===== src/rtl/module_display_scan_multiplexer_pkg.sv =====
// Shared definitions for the display scan multiplexer and its prescaler.
//   clog2 / sel_w : width helpers usable in parameter and port declarations.
//   DEF_*         : default build constants for the chronometer display.
package module_display_scan_multiplexer_pkg;

  localparam int DEF_N_CHANNELS   = 4;
  localparam int DEF_DATA_WIDTH   = 8;
  localparam int DEF_PRESCALE     = 50000;
  localparam int DEF_BLANK_CYCLES = 1;

  // Ceiling log2; clog2(1) = 0.
  function automatic int clog2(input int value);
    int result;
    int rem;
    result = 0;
    rem    = value - 1;
    while (rem > 0) begin
      result = result + 1;
      rem    = rem >> 1;
    end
    return result;
  endfunction

  // Width of an index or counter that must hold at least one bit.
  function automatic int sel_w(input int count);
    return (clog2(count) < 1) ? 1 : clog2(count);
  endfunction

endpackage


===== src/rtl/module_display_scan_multiplexer_if.sv =====
// Bundle between the time/BCD logic (master) and the scan multiplexer (slave).
//   enable, channel_mask, channel_data : master -> slave scan controls and data
//   mux_output, channel_select,
//   channel_strobe, frame_start        : slave -> master display drive
interface module_display_scan_multiplexer_if
  import module_display_scan_multiplexer_pkg::*;
#(
  parameter int N_CHANNELS = DEF_N_CHANNELS,
  parameter int DATA_WIDTH = DEF_DATA_WIDTH
) ();

  localparam int SEL_W = sel_w(N_CHANNELS);

  logic                           enable;
  logic [N_CHANNELS-1:0]          channel_mask;
  logic [N_CHANNELS*DATA_WIDTH-1:0] channel_data;
  logic [DATA_WIDTH-1:0]          mux_output;
  logic [SEL_W-1:0]               channel_select;
  logic [N_CHANNELS-1:0]          channel_strobe;
  logic                           frame_start;

  modport master (
    output enable, channel_mask, channel_data,
    input  mux_output, channel_select, channel_strobe, frame_start
  );

  modport slave (
    input  enable, channel_mask, channel_data,
    output mux_output, channel_select, channel_strobe, frame_start
  );

endinterface


===== src/rtl/module_display_scan_multiplexer_prescaler_tick.sv =====
// Free-running slot prescaler, reusable as a generic time-base divider.
//   clock   : rising-edge clock
//   reset_n : asynchronous active-low reset
//   enable  : count advances only while high; holds otherwise
//   count   : current position 0..PRESCALE-1
//   tick    : high while enabled at the terminal count (wraps on this edge)
module module_prescaler_tick
  import module_display_scan_multiplexer_pkg::*;
#(
  parameter  int PRESCALE = DEF_PRESCALE,
  localparam int CNT_W    = sel_w(PRESCALE)
) (
  input  logic             clock,
  input  logic             reset_n,
  input  logic             enable,
  output logic [CNT_W-1:0] count,
  output logic             tick
);

  localparam logic [CNT_W-1:0] LAST = CNT_W'(PRESCALE - 1);

  logic [CNT_W-1:0] count_q;
  logic [CNT_W-1:0] count_d;

  always_comb begin
    tick    = enable && (count_q == LAST);
    count_d = count_q;
    if (enable) begin
      count_d = tick ? '0 : count_q + 1'b1;
    end
  end

  always_ff @(posedge clock or negedge reset_n) begin
    if (!reset_n) begin
      count_q <= '0;
    end else begin
      count_q <= count_d;
    end
  end

  assign count = count_q;

endmodule


===== src/rtl/module_display_scan_multiplexer.sv =====
// Time-division multiplexer for the multiplexed 7-segment display.
// Scans round-robin over the channels enabled in channel_mask, one slot of
// PRESCALE cycles each, and drives registered data/index/one-hot strobe.
// The strobe is held off for BLANK_CYCLES at the start of every slot so the
// previous digit's segments do not ghost onto the newly enabled digit.
//   clock, reset_n : rising-edge clock, asynchronous active-low reset
//   bus (slave)    : scan controls/data in, display drive out
module module_display_scan_multiplexer
  import module_display_scan_multiplexer_pkg::*;
#(
  parameter  int N_CHANNELS   = DEF_N_CHANNELS,
  parameter  int DATA_WIDTH   = DEF_DATA_WIDTH,
  parameter  int PRESCALE     = DEF_PRESCALE,
  parameter  int BLANK_CYCLES = DEF_BLANK_CYCLES,
  localparam int SEL_W        = sel_w(N_CHANNELS),
  localparam int CNT_W        = sel_w(PRESCALE)
) (
  input  logic                             clock,
  input  logic                             reset_n,
  module_display_scan_multiplexer_if.slave bus
);

  logic [CNT_W-1:0]      slot_count;
  logic                  slot_tick;

  logic [SEL_W-1:0]      idx_q, idx_d;
  logic [DATA_WIDTH-1:0] mux_q, mux_d;
  logic [SEL_W-1:0]      sel_q, sel_d;
  logic [N_CHANNELS-1:0] strobe_q, strobe_d;
  logic                  frame_q, frame_d;

  logic [SEL_W-1:0]      next_idx;
  logic [N_CHANNELS-1:0] onehot;
  logic                  blank_done;
  logic [DATA_WIDTH-1:0] chan [N_CHANNELS];

  module_prescaler_tick #(
    .PRESCALE (PRESCALE)
  ) u_prescaler (
    .clock   (clock),
    .reset_n (reset_n),
    .enable  (bus.enable),
    .count   (slot_count),
    .tick    (slot_tick)
  );

  // Next enabled channel after idx_q. Walking the offsets from N down to 1
  // lets the nearest candidate win; offset N is idx_q itself, so a mask with
  // only the current bit set keeps the index, and an empty mask holds it.
  always_comb begin
    int               cand;
    logic [SEL_W-1:0] cand_sel;
    next_idx = idx_q;
    cand     = 0;
    cand_sel = '0;
    for (int k = N_CHANNELS; k >= 1; k--) begin
      cand = int'(idx_q) + k;
      if (cand >= N_CHANNELS) begin
        cand = cand - N_CHANNELS;
      end
      cand_sel = SEL_W'(cand);
      if (bus.channel_mask[cand_sel]) begin
        next_idx = cand_sel;
      end
    end
  end

  always_comb begin
    onehot         = '0;
    onehot[idx_q]  = 1'b1;
    for (int i = 0; i < N_CHANNELS; i++) begin
      chan[i] = bus.channel_data[i*DATA_WIDTH +: DATA_WIDTH];
    end
  end

  always_comb begin
    blank_done = (int'(slot_count) >= BLANK_CYCLES);
    idx_d      = slot_tick ? next_idx : idx_q;
    mux_d      = chan[idx_q];
    sel_d      = idx_q;
    strobe_d   = '0;
    if (bus.enable && bus.channel_mask[idx_q] && blank_done) begin
      strobe_d = onehot;
    end
    // A real advance needs at least one enabled channel; landing on an index
    // not above the old one means the scan wrapped (single channel included).
    frame_d    = slot_tick && (|bus.channel_mask) && (next_idx <= idx_q);
  end

  always_ff @(posedge clock or negedge reset_n) begin
    if (!reset_n) begin
      idx_q    <= '0;
      mux_q    <= '0;
      sel_q    <= '0;
      strobe_q <= '0;
      frame_q  <= 1'b0;
    end else begin
      idx_q    <= idx_d;
      mux_q    <= mux_d;
      sel_q    <= sel_d;
      strobe_q <= strobe_d;
      frame_q  <= frame_d;
    end
  end

  assign bus.mux_output     = mux_q;
  assign bus.channel_select = sel_q;
  assign bus.channel_strobe = strobe_q;
  assign bus.frame_start    = frame_q;

endmodule


===== src/flat_wrapper.sv =====
// flat-port wrapper written by rule: the top's interface ports become plain ports
module module_display_scan_multiplexer_flat import module_display_scan_multiplexer_pkg::*;
#(
  parameter  int N_CHANNELS   = DEF_N_CHANNELS,
  parameter  int DATA_WIDTH   = DEF_DATA_WIDTH,
  parameter  int PRESCALE     = DEF_PRESCALE,
  parameter  int BLANK_CYCLES = DEF_BLANK_CYCLES,
  localparam int SEL_W        = sel_w(N_CHANNELS),
  localparam int CNT_W        = sel_w(PRESCALE)
)
  (clock, reset_n, bus_enable, bus_channel_mask, bus_channel_data, bus_mux_output, bus_channel_select, bus_channel_strobe, bus_frame_start);
  module_display_scan_multiplexer_if #(.N_CHANNELS(N_CHANNELS), .DATA_WIDTH(DATA_WIDTH)) bus_i ();
  input  logic clock;
  input  logic reset_n;
  input wire logic [$bits(bus_i.enable)-1:0] bus_enable;
  input wire logic [$bits(bus_i.channel_mask)-1:0] bus_channel_mask;
  input wire logic [$bits(bus_i.channel_data)-1:0] bus_channel_data;
  output wire logic [$bits(bus_i.mux_output)-1:0] bus_mux_output;
  output wire logic [$bits(bus_i.channel_select)-1:0] bus_channel_select;
  output wire logic [$bits(bus_i.channel_strobe)-1:0] bus_channel_strobe;
  output wire logic [$bits(bus_i.frame_start)-1:0] bus_frame_start;
  assign bus_i.enable = bus_enable;
  assign bus_i.channel_mask = bus_channel_mask;
  assign bus_i.channel_data = bus_channel_data;
  assign bus_mux_output = bus_i.mux_output;
  assign bus_channel_select = bus_i.channel_select;
  assign bus_channel_strobe = bus_i.channel_strobe;
  assign bus_frame_start = bus_i.frame_start;
  module_display_scan_multiplexer #(.N_CHANNELS(N_CHANNELS), .DATA_WIDTH(DATA_WIDTH), .PRESCALE(PRESCALE), .BLANK_CYCLES(BLANK_CYCLES)) u_core (.clock(clock), .reset_n(reset_n), .bus(bus_i));
endmodule

===== config.mk =====
export PLATFORM = sky130hd
export DESIGN_NAME = module_display_scan_multiplexer_flat
export DESIGN_NICKNAME = d
export VERILOG_FILES = /design/src/rtl/module_display_scan_multiplexer_pkg.sv /design/src/rtl/module_display_scan_multiplexer_if.sv /design/src/rtl/module_display_scan_multiplexer_prescaler_tick.sv /design/src/rtl/module_display_scan_multiplexer.sv /design/src/flat_wrapper.sv
export SDC_FILE = /design/constraint.sdc
export NUM_CORES = 1
export LEC_CHECK = 0
export CORE_ASPECT_RATIO = 0.9
export CORE_MARGIN = 3
export CORE_UTILIZATION = 47
export DETAILED_ROUTE_END_ITERATION = 12
export HOLD_SLACK_MARGIN = 0.08
export PLACE_DENSITY_LB_ADDON = 0.1
export SETUP_SLACK_MARGIN = 0.2
export SLEW_MARGIN = 20
export SYNTH_ARGS = -nofsm -noshare
export SYNTH_HDL_FRONTEND = slang
export SYNTH_SLANG_ARGS = --single-unit

===== constraint.sdc =====
create_clock -name clock -period 4.05 [get_ports clock]
set_input_delay 0.6075 -clock clock [delete_from_list [all_inputs] [get_ports clock]]
set_output_delay 0.6075 -clock clock [all_outputs]
set_load 0.1 [all_outputs]

==> run metrics <==
layout cells sized above 1 0.105; total negative slack 0 ns; max-slew violations 0; Mean Syn Cell Area approximately 11 sq um; flop2flop setup slack 1.24 ns; Clock Sinks 33; IO Pins 54; Hold Path Class reg -> reg; Inst Count DP 255; Seq/Total Area, Yosys 0.456; clk buf depth 2; antenna violations before repair 0; Worst setup EP type flip-flop; cells after synthesis 162; CP required 4.21 ns; post-synthesis simple-gate area fraction 0.189; final wirelength 4.16 mm; max_slew headroom 0.336; final setup fails 0; Seq cells post-synth 33; Final period util 0.693; antenna cells 0; post-synthesis net count 210; placer's final routability congestion estimate 0.892; Final HPWL DP ~3.1 mm; final clock skew 0.00437 ns; # DRC 0; most frequent cells in the layout clkdlybuf4s50_1, dfrtp_1, nand2_1, nor2_1; Synth-to-Final Area Change 38.4%; top post-synthesis cells by area dfrtp_1, mux4_2, ha_1, xnor2_1, nand2_1; first drt pass iteration count 4; Post-CTS Resized 0; max_cap viols 0; die width ~70 microns; H-tree levels 2; hold_buf cts 0; wire per inst 15.8 microns; Yosys top cell area share 0.456; Peak VDD IR 0.000294 V; RSZ-0062 raised after global routing no; DIE AREA 4630 sq um; All-Layer GR Usage 0.200; area share of xor/xnor cells in the synthesized design 0.0629; Congestion Overflow GR 0; Port Buf Inserts 53; commonest non-fill, non-tap cell in the layout clkdlybuf4s50_1; vias per inst about 5.5; HP Start u_core.u_prescaler.count[7]$_DFFE_PN0P_; Place WS 1.28 ns; remaining antenna violation count 0; root buffer cell clkbuf_8; CORE AREA 3530 sq um; synth unique cells 38; WP data arrival 2.97 ns; initial DRC count 71; final worst slack 1.24 ns; Slew @ Worst Pin 0.994 ns; main combinational cell family by area after synthesis simple AND/OR/NAND/NOR gates; TritonCTS clock tree built; Main synth FF type dfrtp_1; # nets final roughly 270; CTS buffer count 5; post-synthesis mux area share 0.136; r2r startpoint u_core.idx_q[1]$_DFFE_PN0N_; Die Ht 64.9 microns; Fmax achieved 0.356 GHz; pwr/cell area roughly 370 nW/um^2; ys async rst share 1.00; Max FO, Critical Path 19; clock latency on the worst-skew pair 0.28 ns; Hold WS 0.516 ns; shortest period the worst path allows 2.81 ns; Yosys top cell by area dfrtp_1; vias 1443; final cell count without fillers around 260; Post-CTS Setup Bufs 0; Clock transition at path regs roughly 0.070 ns; status complete, no violations; YS warnings 0; Setup crit end u_core.bus.frame_start$_DFF_PN0_; Site Rows 20; first-pass GRT wire length 7.20 mm; FF-to-FF End u_core.bus.frame_start$_DFF_PN0_; Synth Area in Compound Gates 0.0650; largest net degree at the start of global routing 34; Initial Utilization 0.513; Register-to-Register Path Depth 9; Leak 1.07 nW; critical path type reg -> reg; final hold violation count 0; CP startpoint kind flip-flop; Mapped Area 1810 sq um; Post-Synth Adder-Cell Area 0.0622; vias in the first global route ~1500; filler instances about 250; number of synthesized flops with an enable pin 0; CP startpoint u_core.idx_q[1]$_DFFE_PN0N_
worst max-delay path: stages, from the launching register on:
cell and delay, ns:
dfrtp_1 0.78, inv_1 0.21, ha_1 0.39, inv_1 0.10, o21ai_0 0.10, a32o_1 0.32, ha_1 0.29, a21oi_1 0.13
a21oi_1 0.06, a2111oi_2 0.31
stage by stage:
stage	utilization	area, sq um	power, W
after floorplan	-	1810	0.000538
after global placement	0.677	2390	0.000614
after detailed placement	0.677	2390	0.000625
after CTS	0.710	2500	0.000945
after global routing	0.710	2500	0.000993
final	0.710	2500	0.000938
cell families after synthesis:
kind of cell / count (synthesis)
xor gates and xnor gates: 13
AOI/OAI and AO/OA: 18
buffers and inverters: 14
adders and majority gates: 9
muxes: 13
and+or+nand+nor: 62
DFF: 33
worst min-delay path by stage:
stage / endpoint / slack (ns) / cells past startpoint
finish: u_core.u_prescaler.count[7]$_DFFE_PN0P_ / 0.52 / 1
global placement: u_core.u_prescaler.count[7]$_DFFE_PN0P_ / 0.50 / 1
detailed placement: u_core.u_prescaler.count[7]$_DFFE_PN0P_ / 0.51 / 1
CTS: u_core.u_prescaler.count[12]$_DFFE_PN0P_ / 0.52 / 1
floorplan: u_core.bus.channel_select[0]$_DFF_PN0_ / 0.31 / 0
global route: u_core.u_prescaler.count[10]$_DFFE_PN0P_ / 0.54 / 1
cell usage after synthesis (2+ instances only):
| cell type | count |
|---|---|
| nor4_1 | 2 |
| o22ai_1 | 2 |
| o21ai_0 | 3 |
| nand3_1 | 5 |
| nor3_1 | 5 |
| inv_1 | 8 |
| xor2_1 | 4 |
| a21oi_1 | 7 |
| clkbuf_1 | 5 |
| dfrtp_1 | 33 |
| ha_1 | 9 |
| xnor2_1 | 9 |
| nor2_1 | 13 |
| and4_1 | 2 |
| or4_1 | 2 |
| mux2_2 | 2 |
| nand4_1 | 6 |
| and2_1 | 4 |
| nand2_1 | 14 |
| mux4_2 | 9 |
registers in the layout, indices dropped and copies added (netlist names):
signal,flops
u_core.bus.mux_output,8
u_core.bus.channel_strobe,4
u_core.idx_q,2
u_core.bus.channel_select,2
u_core.u_prescaler.count,16
u_core.bus.frame_start,1
layout make-up:
type	count	area, sq um	share of cell area
clock inverters	1	30.0	0.0120
repair buffers	55	546	0.218
flip-flops and latches	33	826	0.330
inverters	8	30.0	0.0120
multi-input cells	115	932	0.372
clock buffers	7	86.3	0.0345
well taps	44	55.1	0.0220
report_power, final:
part           switching, W  internal, W
clock network      0.000117     0.000201
registers         0.0000464     0.000365
logic              0.000114    0.0000948
total              0.000277     0.000661
layer usage:
layer	track usage	vias to the layer above	wire, microns	share of wire
met5	0	-	0	0
met4	0.0423	0	19	0.0046
met3	0.0636	2	287	0.069
met2	0.310	47	1910	0.46
met1	0.276	697	1950	0.47
li1	-	697	-	-
(Power assumes the default switching activity.)
